==> src/rtl/mux_rr_arbiter_pkg.sv <==
// mux_arb_pkg
//   Shared definitions for the round-robin mux arbiter slice:
//   - N_REQ / SEL_W   : requester count and select width
//   - arb_state_t     : arbiter FSM states (IDLE, GRANT, GAP)
//   - onehot_from_index : binary index -> one-hot grant vector
//   Optional feature macro used elsewhere in this slice: MUX_RR_ARBITER_PRIO0_EN
package mux_arb_pkg;

  localparam int N_REQ = 8;
  localparam int SEL_W = 3;

  typedef enum logic [1:0] {
    ST_IDLE  = 2'd0,
    ST_GRANT = 2'd1,
    ST_GAP   = 2'd2
  } arb_state_t;

  // Turns a requester index into the matching one-hot grant vector
  function automatic logic [N_REQ-1:0] onehot_from_index(input logic [SEL_W-1:0] idx);
    logic [N_REQ-1:0] vec;
    vec      = '0;
    vec[idx] = 1'b1;
    return vec;
  endfunction

endpackage

==> src/rtl/mux_rr_arbiter_rr_pick.sv <==
// rr_pick
//   Combinational round-robin search. Finds the first set request at or
//   after index (last_ptr+1), wrapping from N_REQ-1 back to 0.
//   Ports:
//     req      in  [N_REQ-1:0] request vector
//     last_ptr in  [SEL_W-1:0] index of the previous round-robin winner
//     pick     out [SEL_W-1:0] winning index (only meaningful when any_req)
//     any_req  out             at least one request is set
module rr_pick
  import mux_arb_pkg::*;
(
  input  logic [N_REQ-1:0] req,
  input  logic [SEL_W-1:0] last_ptr,
  output logic [SEL_W-1:0] pick,
  output logic             any_req
);

  logic [SEL_W-1:0] start;
  logic [N_REQ-1:0] rotated;
  logic [SEL_W-1:0] offset;

  // Rotate so the search origin sits at bit 0, take the lowest set bit,
  // then add the origin back. SEL_W-bit arithmetic gives the wrap for free.
  always_comb begin
    start   = last_ptr + SEL_W'(1);
    rotated = '0;
    offset  = '0;
    for (int i = 0; i < N_REQ; i++) begin
      rotated[i] = req[start + SEL_W'(i)];
    end
    // Walk downward so the lowest set bit is the last one written
    for (int i = N_REQ - 1; i >= 0; i--) begin
      if (rotated[i]) begin
        offset = SEL_W'(i);
      end
    end
    pick    = start + offset;
    any_req = |req;
  end

endmodule

==> src/rtl/mux_rr_arbiter.sv <==
// mux_rr_arbiter
//   Round-robin owner scheduler for a shared 8:1 one-bit mux. Each owner
//   keeps the mux for at most HOLD_CYCLES cycles, then a one-cycle GAP and
//   a one-cycle IDLE arbitration separate it from the next owner, so the
//   mux select never moves while someone owns it.
//   Parameters:
//     HOLD_CYCLES  max consecutive ownership cycles (1..255)
//     CNT_W        hold counter width (HOLD_CYCLES-1 must fit)
//   Ports:
//     clk         in   rising-edge clock
//     reset       in   asynchronous active-high reset
//     req         in   [7:0] request vector
//     grant       out  [7:0] registered one-hot grant, zero when unowned
//     sel         out  [2:0] registered mux select (current/last owner)
//     busy        out  high while an owner holds the mux
//     owner_done  out  one-cycle pulse on the cycle after ownership ends
//   Optional feature: define MUX_RR_ARBITER_PRIO0_EN to make requester 0
//   win every IDLE arbitration it takes part in, without disturbing the
//   round-robin pointer used for requesters 1..7.
module mux_rr_arbiter
  import mux_arb_pkg::*;
#(
  parameter int HOLD_CYCLES = 4,
  parameter int CNT_W       = 8
) (
  input  logic             clk,
  input  logic             reset,
  input  logic [N_REQ-1:0] req,
  output logic [N_REQ-1:0] grant,
  output logic [SEL_W-1:0] sel,
  output logic             busy,
  output logic             owner_done
);

  localparam logic [CNT_W-1:0] HOLD_LOAD = CNT_W'(HOLD_CYCLES - 1);

  arb_state_t       state;
  logic [SEL_W-1:0] last_ptr;
  logic [CNT_W-1:0] hold_cnt;

  logic [SEL_W-1:0] rr_idx;
  logic             any_req;
  logic [SEL_W-1:0] win_idx;
  logic [SEL_W-1:0] ptr_next;

  rr_pick u_rr_pick (
    .req      (req),
    .last_ptr (last_ptr),
    .pick     (rr_idx),
    .any_req  (any_req)
  );

`ifdef MUX_RR_ARBITER_PRIO0_EN
  // Requester 0 jumps the queue but leaves the pointer alone, so the
  // rotation among the others resumes where it stopped.
  assign win_idx  = req[0] ? '0       : rr_idx;
  assign ptr_next = req[0] ? last_ptr : rr_idx;
`else
  assign win_idx  = rr_idx;
  assign ptr_next = rr_idx;
`endif

  // Single FSM with registered outputs. The exit from GRANT drops the grant
  // and raises owner_done on the same edge; GAP only clears the pulse.
  always_ff @(posedge clk or posedge reset) begin
    if (reset) begin
      state      <= ST_IDLE;
      last_ptr   <= SEL_W'(N_REQ - 1);
      hold_cnt   <= '0;
      grant      <= '0;
      sel        <= '0;
      busy       <= 1'b0;
      owner_done <= 1'b0;
    end else begin
      case (state)
        ST_IDLE: begin
          owner_done <= 1'b0;
          if (any_req) begin
            grant    <= onehot_from_index(win_idx);
            sel      <= win_idx;
            last_ptr <= ptr_next;
            hold_cnt <= HOLD_LOAD;
            busy     <= 1'b1;
            state    <= ST_GRANT;
          end
        end
        ST_GRANT: begin
          // Either the window is used up or the owner let go
          if (hold_cnt == '0 || !req[sel]) begin
            grant      <= '0;
            busy       <= 1'b0;
            owner_done <= 1'b1;
            state      <= ST_GAP;
          end else begin
            hold_cnt <= hold_cnt - CNT_W'(1);
          end
        end
        ST_GAP: begin
          owner_done <= 1'b0;
          state      <= ST_IDLE;
        end
        default: begin
          grant      <= '0;
          busy       <= 1'b0;
          owner_done <= 1'b0;
          state      <= ST_IDLE;
        end
      endcase
    end
  end

endmodule

==> config.mk <==
export PLATFORM = sky130hd
export DESIGN_NAME = mux_rr_arbiter
export DESIGN_NICKNAME = d
export VERILOG_FILES = /design/src/rtl/mux_rr_arbiter_pkg.sv /design/src/rtl/mux_rr_arbiter_rr_pick.sv /design/src/rtl/mux_rr_arbiter.sv
export SDC_FILE = /design/constraint.sdc
export NUM_CORES = 1
export LEC_CHECK = 0
export BUFFER_PORTS_ARGS = -buffer_cell sky130_fd_sc_hd__buf_2
export CAP_MARGIN = 20
export CORE_ASPECT_RATIO = 0.7
export CORE_MARGIN = 1
export CORE_UTILIZATION = 58
export DETAILED_ROUTE_END_ITERATION = 10
export PLACE_DENSITY = 0.78
export SETUP_SLACK_MARGIN = 0.15
export SYNTH_ARGS = -nofsm -noshare
export SYNTH_HDL_FRONTEND = slang
export SYNTH_HIERARCHICAL = 1
export SYNTH_SLANG_ARGS = --single-unit
==> constraint.sdc <==
create_clock -name clk -period 5.5 [get_ports clk]
set_clock_uncertainty 0.1 [all_clocks]
set_input_delay 1.375 -clock clk [delete_from_list [all_inputs] [get_ports clk]]
set_output_delay 1.375 -clock clk [all_outputs]
set_load 0.01 [all_outputs]
# Yosys cells after proc, flatten, opt, wreduce, memory -nomap -nowiden

Cells that the tools add are included.

Reduce and logical (&&, ||, !) cells: 11
Equality and inequality tests: 5
Mux-type cells: 42
Bitwise operators: 1
Order comparisons: 11
Add/sub/neg operators: 10

Operators by type and width:

| cell                                                                                | number |
|---|---|
| 3-bit by 4-bit less-than comparator with 1-bit output, second input constant        | 10 |
| 8-bit 2-to-1 mux                                                                    | 4 |
| 1-bit binary-select mux with 3-bit select                                           | 9 |
| 3-bit 2-to-1 mux                                                                    | 8 |
| 8-bit case mux with 3 select lines                                                  | 1 |
| 8-bit case mux with 2 select lines                                                  | 1 |
| 1-bit 2-to-1 mux                                                                    | 14 |
| 3-bit adder, second input constant                                                  | 4 |
| 8-bit logical NOT                                                                   | 1 |
| 8-bit OR reduction                                                                  | 1 |
| 8-bit by 1-bit subtractor with 8-bit output, second input constant                  | 1 |
| 3-bit by 1-bit adder with 3-bit output, second input constant                       | 2 |
| 3-bit by 2-bit adder with 3-bit output, second input constant                       | 2 |
| 2-bit inequality test, second input constant                                        | 3 |
| 3-bit AND reduction                                                                 | 2 |
| 2-bit 2-to-1 mux                                                                    | 2 |
| 2-bit case mux with 2 select lines                                                  | 1 |
| 2-bit AND reduction                                                                 | 2 |
| 3-bit adder                                                                         | 1 |
| 1-bit demux with 3-bit select                                                       | 1 |
| 3-bit by 1-bit greater-or-equal comparator with 1-bit output, second input constant | 1 |
| 1-bit case mux with 3 select lines                                                  | 1 |
| 2-bit by 1-bit equality test with 1-bit output, second input constant               | 1 |
| 2-bit equality test, second input constant                                          | 1 |
| 6 further kinds                                                                     | 6 |

Output and inout bits: 13
Bits of input ports: 10
Word-level logic and storage cells: 87
Bits in registers: 26

# Depth between registers and ports, before layout

Gate-level depths: netlist of run 1.

Depth in word-level cells: 19
Depth in mapped cells: 17
Gate-level depth less buffers: 15

# By module

Netlist of run 1, hierarchy kept.

By module, submodules not included:

| module         | area each (um^2) | cells an instance | seq. area each (um^2) | instances |
|---|---|---|---|---|
| mux_rr_arbiter | 1248.7           | 124               | 654.4                 | 1 |
| rr_pick        | 610.6            | 50                | 0.0                   | 1 |

# Least setup slack after synthesis of run 1

No wires, ideal clock.

Path type: input port to flip-flop
Start point: input req[3]
End point: register grant[2]
Path buffers: 0
Stages on the path: 11
Required time: 5.278 ns
Setup time: 0.122 ns
Slack: 1.396 ns
Data arrival time: 3.883 ns
Path through: mux4_1 mux2i_4 o221ai_1 o21ai_1 a21oi_1 ha_1 fa_1 xor2_1 xnor2_1 nor2_1 a32o_1

Longest elaborated chain between the ends: 17
Elaborated cells on any way between the ends: 40
Classes of those cells: add/sub (1); order compare (2); eq/ne (2); mux (30); reduce/logical (5)

Ends and longest elaborated chain:

| what                                                                                                                                                        | line                         | text |
|---|---|---|
| start: declaration                                                                                                                                          | mux_rr_arbiter.sv:28         | `input logic [N_REQ-1:0] req,` |
| 1-bit binary-select mux with 3-bit select                                                                                                                   | mux_rr_arbiter_rr_pick.sv:29 | `rotated[i] = req[start + SEL_W'(i)];` |
| 1-bit 2-to-1 mux (implied by the code)                                                                                                                      | mux_rr_arbiter_rr_pick.sv:29 |  |
| 3-bit 2-to-1 mux (7 in a row)                                                                                                                               | mux_rr_arbiter_rr_pick.sv:33 | `if (rotated[i]) begin` |
| 3-bit 2-to-1 mux *                                                                                                                                          | mux_rr_arbiter_rr_pick.sv:33 |  |
| 3-bit adder *                                                                                                                                               | mux_rr_arbiter_rr_pick.sv:37 | `pick = start + offset;` |
| net ptr_next[2]                                                                                                                                             | mux_rr_arbiter.sv:44         | `logic [SEL_W-1:0] ptr_next;` |
| 3-bit by 4-bit less-than comparator with 1-bit output (implied by the code) or 3-bit by 1-bit greater-or-equal comparator with 1-bit output (tied branches) | mux_rr_arbiter_pkg.sv:22     | `vec[idx] = 1'b1;` |
| 1-bit logical AND (implied by the code)                                                                                                                     | mux_rr_arbiter_pkg.sv:22     |  |
| 1-bit 2-to-1 mux (implied by the code)                                                                                                                      | mux_rr_arbiter_pkg.sv:22     |  |
| 1-bit demux with 3-bit select *                                                                                                                             | mux_rr_arbiter_pkg.sv:22     |  |
| 8-bit 2-to-1 mux *                                                                                                                                          | mux_rr_arbiter.sv:78         | `if (any_req) begin` |
| 8-bit case mux with 3 select lines *                                                                                                                        | mux_rr_arbiter.sv:75         | `case (state)` |
| end signal: assignment                                                                                                                                      | mux_rr_arbiter.sv:79         | `grant <= onehot_from_index(win_idx);` |
| end: declaration                                                                                                                                            | mux_rr_arbiter.sv:29         | `output logic [N_REQ-1:0] grant,` |

Mark *: on every way through the listed nets, which the timed path passes. The rest lies on a longest branch. The select of a mux whose other input is x is not followed.
A chain may end at the register's enable or synchronous reset.

# Worst setup path in the final report of run 1

Start point: register last_ptr[0]
End point: register grant[2]

Longest elaborated chain between the ends: 19
Elaborated cells on any way between the ends: 40
Classes of those cells: add/sub (9); order compare (2); mux (28); reduce/logical (1)

Ends and longest elaborated chain:

| what                                                                                                                                                        | line                         | text |
|---|---|---|
| start: declaration                                                                                                                                          | mux_rr_arbiter.sv:38         | `logic [SEL_W-1:0] last_ptr;` |
| start signal: assignment                                                                                                                                    | mux_rr_arbiter.sv:68         | `last_ptr <= SEL_W'(N_REQ - 1);` |
| start signal: assignment                                                                                                                                    | mux_rr_arbiter.sv:81         | `last_ptr <= ptr_next;` |
| 3-bit by 1-bit adder with 3-bit output *                                                                                                                    | mux_rr_arbiter_rr_pick.sv:25 | `start = last_ptr + SEL_W'(1);` |
| 3-bit adder                                                                                                                                                 | mux_rr_arbiter_rr_pick.sv:29 |  |
| 1-bit binary-select mux with 3-bit select                                                                                                                   | mux_rr_arbiter_rr_pick.sv:29 |  |
| 1-bit 2-to-1 mux (implied by the code)                                                                                                                      | mux_rr_arbiter_rr_pick.sv:29 |  |
| 3-bit 2-to-1 mux (8 in a row)                                                                                                                               | mux_rr_arbiter_rr_pick.sv:33 |  |
| 3-bit adder *                                                                                                                                               | mux_rr_arbiter_rr_pick.sv:37 |  |
| net ptr_next[2]                                                                                                                                             | mux_rr_arbiter.sv:44         |  |
| 3-bit by 4-bit less-than comparator with 1-bit output (implied by the code) or 3-bit by 1-bit greater-or-equal comparator with 1-bit output (tied branches) | mux_rr_arbiter_pkg.sv:22     |  |
| 1-bit logical AND (implied by the code)                                                                                                                     | mux_rr_arbiter_pkg.sv:22     |  |
| 1-bit 2-to-1 mux (implied by the code)                                                                                                                      | mux_rr_arbiter_pkg.sv:22     |  |
| 1-bit demux with 3-bit select *                                                                                                                             | mux_rr_arbiter_pkg.sv:22     |  |
| 8-bit 2-to-1 mux *                                                                                                                                          | mux_rr_arbiter.sv:78         |  |
| 8-bit case mux with 3 select lines *                                                                                                                        | mux_rr_arbiter.sv:75         |  |

Marks and branches as above.

==> results.cfg, run 1 <==
[floorplan]
core-area_mm2 = 0.00292
die_h_um = 49.4
row_count = 16
start_util_pct = 63.6
ios = 23
dieArea_mm2 = 0.00344
die_w_um = 69.7

[sta]
final.period_utilization_pct = 83.7
setup_tns_ns = 0
relSlewSlack_pct = 59.5
grt_setup_unrepaired = false
hold_viol = 0
timing.final.max_slew_violations = 0
layout_min_cycle_time_ns = 4.60
fmax_ghz = 0.217
final-setup-viol-count = 0
tightestPinTransition_ns = 0.607

[routing]
avgViaCountPerCell = 6.47
drc = 0
drt-wirelength-per-cell_um = 18.0
num_vias = 1489
firstDrtPassIters = 4
wl_um = 4140
drtIter0Drc = 150
antenna_left = 0

[logic_synthesis]
syn-mean-instance-area_um2 = 10.7
syn-cell-area_mm2 = 0.00186
synth_top_cell_area_share_pct = 31.0
ys_ff_latch = 26
postSynthCellCount = 174
synth_edf_count = 0
syn_nets = 190
synthFlopType = dfrtp_1
synth_cell_types = 48
yosysMostFrequentCell = nand2_1
yosys.area.top_type = dfrtp_1
async_flop_share_pct = 100
synth_warnings = 6
ys_top_cells_by_area = dfrtp_1 (31%), nand2_1 (5.9%), mux4_1 (5.7%), mux2i_1 (4.8%), mux4_2 (4.8%)
yosys-top-cells-count = nand2_1 (29), dfrtp_1 (23), nor2_1 (11)
seq_area_frac_synth_pct = 35.2

[critical_path]
ff2ff_path_depth = 13
r2r-start = last_ptr[0]
start_kind = flop
rr_endpoint = grant[2]
r2r_slack_ns = 0.90
crit_path_end_kind = flop
cp-startpoint = last_ptr[0]
cp.required_ns = 5.57
crit_path_max_fanout = 13
crit_type = flop to flop
arrival_ns = 4.67

[global_route]
overflow = 0
grt_pass1_vias = 1371
antenna_found_initial = 0
grt_max_degree = 27
grt_pass1_wl_um = 6810
grtUsageTotal_pct = 25.7

[placed_design]
place.gp.congestion = 0.981
numPortBuffers = 22
place_hpwl_um = 3000
dpl.cell_count = 225
placed_area_mm2 = 0.00197

[cts]
clock-sinks = 26
ctsResizeCount = 0
clk_pin_slew_worst_paths_ns = 0.10
ctsHoldBuffers = 0
cts_max_level = 1
cts_tree = done
clock_latency_ns = 0.28
postCtsSetupBuffers = 0
cts.path.max_buffers = 2
numCtsBuffers = 3
root_buffer = clkbuf_8

[finish]
drive_gt1_share_pct = 25.3
num-fill-cells = 218
antenna_cells = 0
fin_cells = 230
fin_nets = 211
syn_to_final_growth_pct = 11.2
register_area_um2 = 654
finalInstanceArea_mm2 = 0.00207
multi_input_area_mm2 = 0.00112

[hold_path]
hp-class = flop to flop
min_delay_worst_endpoint = grant[3]
hp-start = grant[3]
holdPathStages = 1

[status]
status = completed

[job]
cap_violations = 0
-- sequential cells by signal (all words and copies together), names as in the netlist --
signal and count:
state 2, busy 1, owner_done 1, sel 3, hold_cnt 8, last_ptr 3
grant 8
-- cells by family (layout without fill, tap and decap cells) --
group / count (synthesis) / in the layout / synth area share [%]
fa+ha+maj: 6 / 6 / 4.44
compound gates: 28 / 28 / 11.8
mux: 26 / 26 / 22.0
simple gates: 63 / 63 / 16.8
flops: 26 / 26 / 35.2
xor+xnor: 8 / 8 / 5.25
buf+inv: 17 / 37 / 4.44
-- critical path: stages, from the launching register on --
cell and delay [ns]:
dfstp_2 0.72, inv_1 0.11, ha_1 0.69, mux4_2 0.63
mux2i_4 0.21, o221ai_1 0.14, o21ai_1 0.15, a21oi_1 0.09
ha_1 0.21, fa_1 0.38, xor2_1 0.18, xnor2_1 0.46
nor2_1 0.14, a32o_1 0.29
-- metal layers --
metal / GRT usage [%] / part of all wire (%)
met1: 35.9 / 45
met2: 40.9 / 48
met3: 6.40 / 5.7
met4: 5.33 / 0.58
met5: 0 / 0
-- layout make-up --
| type | count | share of cell area (%) |
|---|---|---|
| flip-flops and latches | 26 | 31.6 |
| clock inverters | 1 | 1.45 |
| clock buffers | 3 | 2.00 |
| multi-input cells | 131 | 54.3 |
| inverters | 10 | 1.81 |
| well taps | 36 | 2.18 |
| repair buffers | 23 | 6.65 |
-- per-stage QoR --
step / setup slack, ns / hold WS (ns) / util [%]
finish: 0.898 / 0.389 / 70.8
global route: 0.657 / 0.424 / 70.8
CTS: 0.929 / 0.396 / 69.8
detailed placement: 0.949 / 0.370 / 67.4
global placement: 1.13 / 0.362 / 67.4
floorplan: 1.40 / 0.337 / -
-- cell usage in the layout, fill, tap and decap left out, types with 2 or more instances in the layout --
cell,synthesis,routed
nand2_1,29,29
nor4_1,3,3
a32o_1,3,3
xnor3_1,2,2
mux2_2,4,4
dfrtp_1,23,23
clkbuf_8,0,3
xor2_1,4,4
a21oi_1,6,6
buf_2,2,22
nand2b_1,6,6
inv_1,10,10
a22o_1,4,4
o22ai_1,2,2
xnor2_1,2,2
nor2_1,11,11
and2_1,2,2
mux4_1,4,4
mux2i_1,9,9
mux4_2,4,4
ha_1,5,5
mux2_4,3,3
o21ai_1,2,2
nor3_1,4,4
o2bb2ai_1,2,2
dfstp_2,3,3
-- worst max-delay path by stage --
stage | endpoint | slack [ns] | depth (start not counted)
after global routing | grant[6] | 0.66 | 15
after floorplan | grant[2] | 1.40 | 11
after CTS | grant[2] | 0.93 | 13
final | grant[2] | 0.90 | 13
after detailed placement | grant[2] | 0.95 | 13
after global placement | grant[2] | 1.13 | 12
Power of run 1 is left out: the tool's default activity adds up to more than one toggle a clock period on the data nets, which glitch-free logic cannot reach.
==> run 2: changes to the inputs <==
- CORE_UTILIZATION: 58 -> 52
- PLACE_DENSITY: 0.78 -> 0.74
- clock period: 5.5 -> 4 ns (I/O delays scaled with it)
==> run 2 against run 1 <==
Effect of this change: first-iteration DRC count shrank 52%; sequential cell count unchanged; final cell count grew 7.0%; die area increased by 11%; non-clock buffer count rose by 5.
==> results.cfg, run 2 (synthesis results as in run 1) <==
[routing]
wl_um = 4150
firstDrtPassIters = 4
drc = 0
drtIter0Drc = 72
num_vias = 1415
wl_met2_um = 1880
drt-wirelength-per-cell_um = 16.9
avgViaCountPerCell = 5.75
top_layer_used = met4
antenna_left = 0
dr_wl_met3_um = 154
drt-met1-wl_um = 2090

[placed_design]
place_hpwl_um = 3100
placed_area_mm2 = 0.00201
numPortBuffers = 22
place.gp.congestion = 0.814

[floorplan]
start_util_pct = 56.8
dieArea_mm2 = 0.00382
row_count = 17
die_h_um = 52.0
core-area_mm2 = 0.00328
die_w_um = 73.5
ios = 23

[global_route]
antenna_found_initial = 0
grt_pass1_wl_um = 6650
grtUsageTotal_pct = 24.0
grt_pass1_vias = 1343
overflow = 0
grt_max_degree = 27

[critical_path]
path_cells = inv_1, ha_4, buf_4, mux2_2, mux4_2, a211oi_2, o21ai_1, a21oi_1, ha_2, fa_2, xor2_2, xnor2_2, nor2_1, a32o_1
cp.required_ns = 4.06
rr_endpoint = grant[2]
crit_type = flop to flop
start_kind = flop
cp_slowest_stage_delay_ns = 0.54
ff2ff_path_depth = 14
r2r-start = last_ptr[0]
crit_path_max_fanout = 6
arrival_ns = 3.83
crit_path_end_kind = flop
r2r_slack_ns = 0.23
slowest_stage = dfstp_2

[cts]
root_buffer = clkbuf_8
numCtsBuffers = 3
clock-sinks = 26
cts.path.max_buffers = 2
clock_latency_ns = 0.27
cts_tree = done
clk_pin_slew_worst_paths_ns = 0.09
cts_max_level = 1

[hold_path]
hp-class = flop to flop
min_delay_worst_endpoint = grant[4]
holdPathStages = 1
hp-start = grant[4]

[finish]
top_regs = grant x8, hold_cnt x8
antenna_cells = 0
syn_to_final_growth_pct = 16.4
layout_common_cells = nand2_1 (29), dfrtp_1 (23), buf_2 (22), nor2_1 (11), inv_1 (10)
fin_nets = 216
final_common_cell = nand2_1
num-fill-cells = 275
drive_gt1_share_pct = 32.2
finalInstanceArea_mm2 = 0.00216

[sta]
fmax_ghz = 0.265
layout_min_cycle_time_ns = 3.77
hold_viol = 0
timing.final.max_slew_violations = 0
relSlewSlack_pct = 69.3
grt_setup_unrepaired = true
final.period_utilization_pct = 94.2
final-setup-viol-count = 0
tightestPinTransition_ns = 0.460

[status]
status = completed

[job]
cap_violations = 0
## run 2: what timing repair did
action,in CTS,in global routing
pin swaps,1,9
hold buffers,0,0
endpoints found under the setup margin,10,8
gates cloned,0,0
gates resized for setup,8,6
setup buffers,1,1
endpoints found under the hold margin,0,0
## run 2: worst max-delay path: cells and delay by family, from the launching register on
family	cells	cell delay, ns
compound gates	4	0.74
xor+xnor	2	0.36
fa+ha+maj	3	0.74
buf+inv	2	0.22
flops	1	0.54
mux	2	0.86
simple gates	1	0.09
## run 2: worst max-delay path by stage
stage,end,startpoint
6_report,grant[2],last_ptr[0]
5_1_grt,grant[6],last_ptr[0]
4_1_cts,grant[2],last_ptr[0]
3_5_place_dp,grant[2],last_ptr[0]
3_3_place_gp,grant[2],req[3]
2_1_floorplan,grant[2],last_ptr[0]
## run 2: final cells by class
class / count / area, um2 / share of cell area, %
multi-input cells: 131 / 1190 / 54.8
inverters: 10 / 37.5 / 1.73
clock buffers: 4 / 45.0 / 2.08
flip-flops and latches: 26 / 654 / 30.2
repair buffers: 28 / 183 / 8.44
well taps: 47 / 58.8 / 2.72
## run 2: through the flow
stage	TNS, ns	util (%)	cells	hold slack (ns)	worst slack, ns
3_3_place_gp	0	61.5	239	0.361	0.126
6_report	0	66.1	246	0.389	0.231
3_5_place_dp	-0.0335	61.5	239	0.365	-0.0335
4_1_cts	0	64.3	244	0.395	0.150
5_1_grt	0	66.1	246	0.411	0.132
2_1_floorplan	0	-	174	0.337	0.160
## run 2: routing by layer
metal / up-vias / GRT usage [%]
met5: - / 0
li1: 680 / -
met2: 41 / 37.8
met1: 690 / 34.7
met4: 0 / 5.13
met3: 4 / 4.26
Power of run 2 is left out for the same reason.
==> run 3: changes to the inputs <==
- TNS_END_PERCENT: unset -> 20
- clock period: 4 -> 3.3 ns (I/O delays scaled with it)
==> run 3 against run 2 <==
Effect of this change: the run now ends with negative setup slack left; critical path type unchanged; core utilization rose by 6.4 points; sequential cell count did not move; design area rose by 9.7%; global-route usage rose by 3.1 points.
==> results.cfg, run 3 (synthesis results as in run 1) <==
[status]
status = finished, violations left
violations = negative setup slack

[sta]
timing.final.max_slew_violations = 0
hold_viol = 0
final-setup-viol-count = 11
final.period_utilization_pct = 111
relSlewSlack_pct = 35.9
setup_ws_ns = -0.369
grt_setup_unrepaired = true
layout_min_cycle_time_ns = 3.67
setup_tns_ns = -3.29
tightestPinTransition_ns = 0.960
fmax_ghz = 0.273

[hold_path]
hp-class = flop to flop

[floorplan]
row_count = 17
core-area_mm2 = 0.00328
die_w_um = 73.5
die_h_um = 52.0
start_util_pct = 56.8
ios = 23
dieArea_mm2 = 0.00382

[cts]
clock-sinks = 26
cts_tree = done
clk_pin_slew_worst_paths_ns = 0.09
cts.path.max_buffers = 2
clock_latency_ns = 0.28
root_buffer = clkbuf_8
numCtsBuffers = 3
cts_max_level = 1

[routing]
drc = 0
avgViaCountPerCell = 5.84
num_vias = 1582
antenna_left = 0
wl_um = 4610
firstDrtPassIters = 4
drtIter0Drc = 66
drt-wirelength-per-cell_um = 17.0

[finish]
syn_to_final_growth_pct = 27.7
fin_util_pct = 72.5
drive_gt1_share_pct = 42.9
fin_cells = 271
antenna_cells = 0
fin_nets = 241
top_regs = grant x8, hold_cnt x8
final_common_cell = buf_4
layout_common_cells = buf_4 (28), nand2_1 (26), dfrtp_1 (23), buf_2 (22), nor2_1 (11)

[critical_path]
crit_type = flop to flop
arrival_ns = 3.79
critPathTopFamily = adder cells
crit_path_end_kind = flop
path_buf_inv = 2
start_kind = flop
slowest_stage = dfstp_2
cp_slowest_stage_delay_ns = 0.55
crit_path_max_fanout = 6
path_cells = inv_2, ha_4, buf_6, mux4_2, mux2i_4, o221ai_2, o21ai_1, a21oi_1, ha_2, fa_2, xor2_2, xnor2_2, nand2_1, nor3_2, a21oi_1, nor2_1
path_common_cell = a21oi_1
cp.required_ns = 3.42

[global_route]
overflow = 0
grt_pass1_vias = 1596
antenna_found_initial = 0
grt_pass1_wl_um = 7510
grtUsageTotal_pct = 27.1
grt_max_degree = 27

[job]
cap_violations = 0

[placed_design]
place_hpwl_um = 3360
dpl.cell_count = 259
numPortBuffers = 22
place.gp.congestion = 0.796
run 3: changes by cell type in the layout (fill, tap and decap cells not counted), sizes merged:
cell	delta
clkbuf	-1
buf	+25
bufinv	+1
run 3: worst register-to-register path, stage by stage (launching register included):
cell and delay, ns:
dfstp_2 0.55, inv_2 0.05, ha_4 0.30, buf_6 0.12, mux4_2 0.54, mux2i_4 0.18, o221ai_2 0.11, o21ai_1 0.13
a21oi_1 0.09, ha_2 0.20, fa_2 0.35, xor2_2 0.17, xnor2_2 0.31, nand2_1 0.12, nor3_2 0.13, a21oi_1 0.06
nor2_1 0.09
run 3: path summary, 6_finish.rpt:
path,cells after the start,slack [ns],startpoint,end
min in group asynchronous,2,0.64,reset,grant[1]
worst max register to register,16,-0.37,last_ptr[0],grant[6]
worst min-delay path,1,0.40,grant[4],grant[4]
max in group asynchronous,2,1.87,reset,owner_done
worst max-delay path,16,-0.37,last_ptr[0],grant[6]
worst min register to register,1,0.40,grant[4],grant[4]
run 3: what timing repair did:
action | in CTS | in global routing
gates resized for setup | 10 | 5
hold buffers | 0 | 0
buffers inserted | 7 | 1
pin swaps | 13 | 4
cloned | 0 | 0
endpoints found under the setup margin | 12 | 12
run 3: final cells by class:
type,instances,area [um2]
Multi-Input combinational cell,131,1190
Fill cell,246,902
Sequential cell,26,654
Timing Repair Buffer,53,363
Tap cell,47,58.8
Clock buffer,3,41.3
Inverter,10,37.5
Clock inverter,1,30.0
run 3: per-layer routing:
layer / wire length [um] / track usage, % / share of wire, %
met1: 2030 / 35.6 / 44
met2: 2210 / 43.9 / 48
met3: 314 / 6.98 / 6.8
met4: 51 / 8.65 / 1.1
met5: 0 / 0 / 0
run 3: per-stage QoR:
stage          area (um2)  setup WS [ns]  hold WS [ns]
2_1_floorplan        1880         -0.438         0.337
3_3_place_gp         2180         -0.286         0.369
3_5_place_dp         2180         -0.407         0.368
4_1_cts              2350         -0.300         0.395
5_1_grt              2370         -0.476         0.427
6_report             2370         -0.369         0.402
Power of run 3 is left out for the same reason.
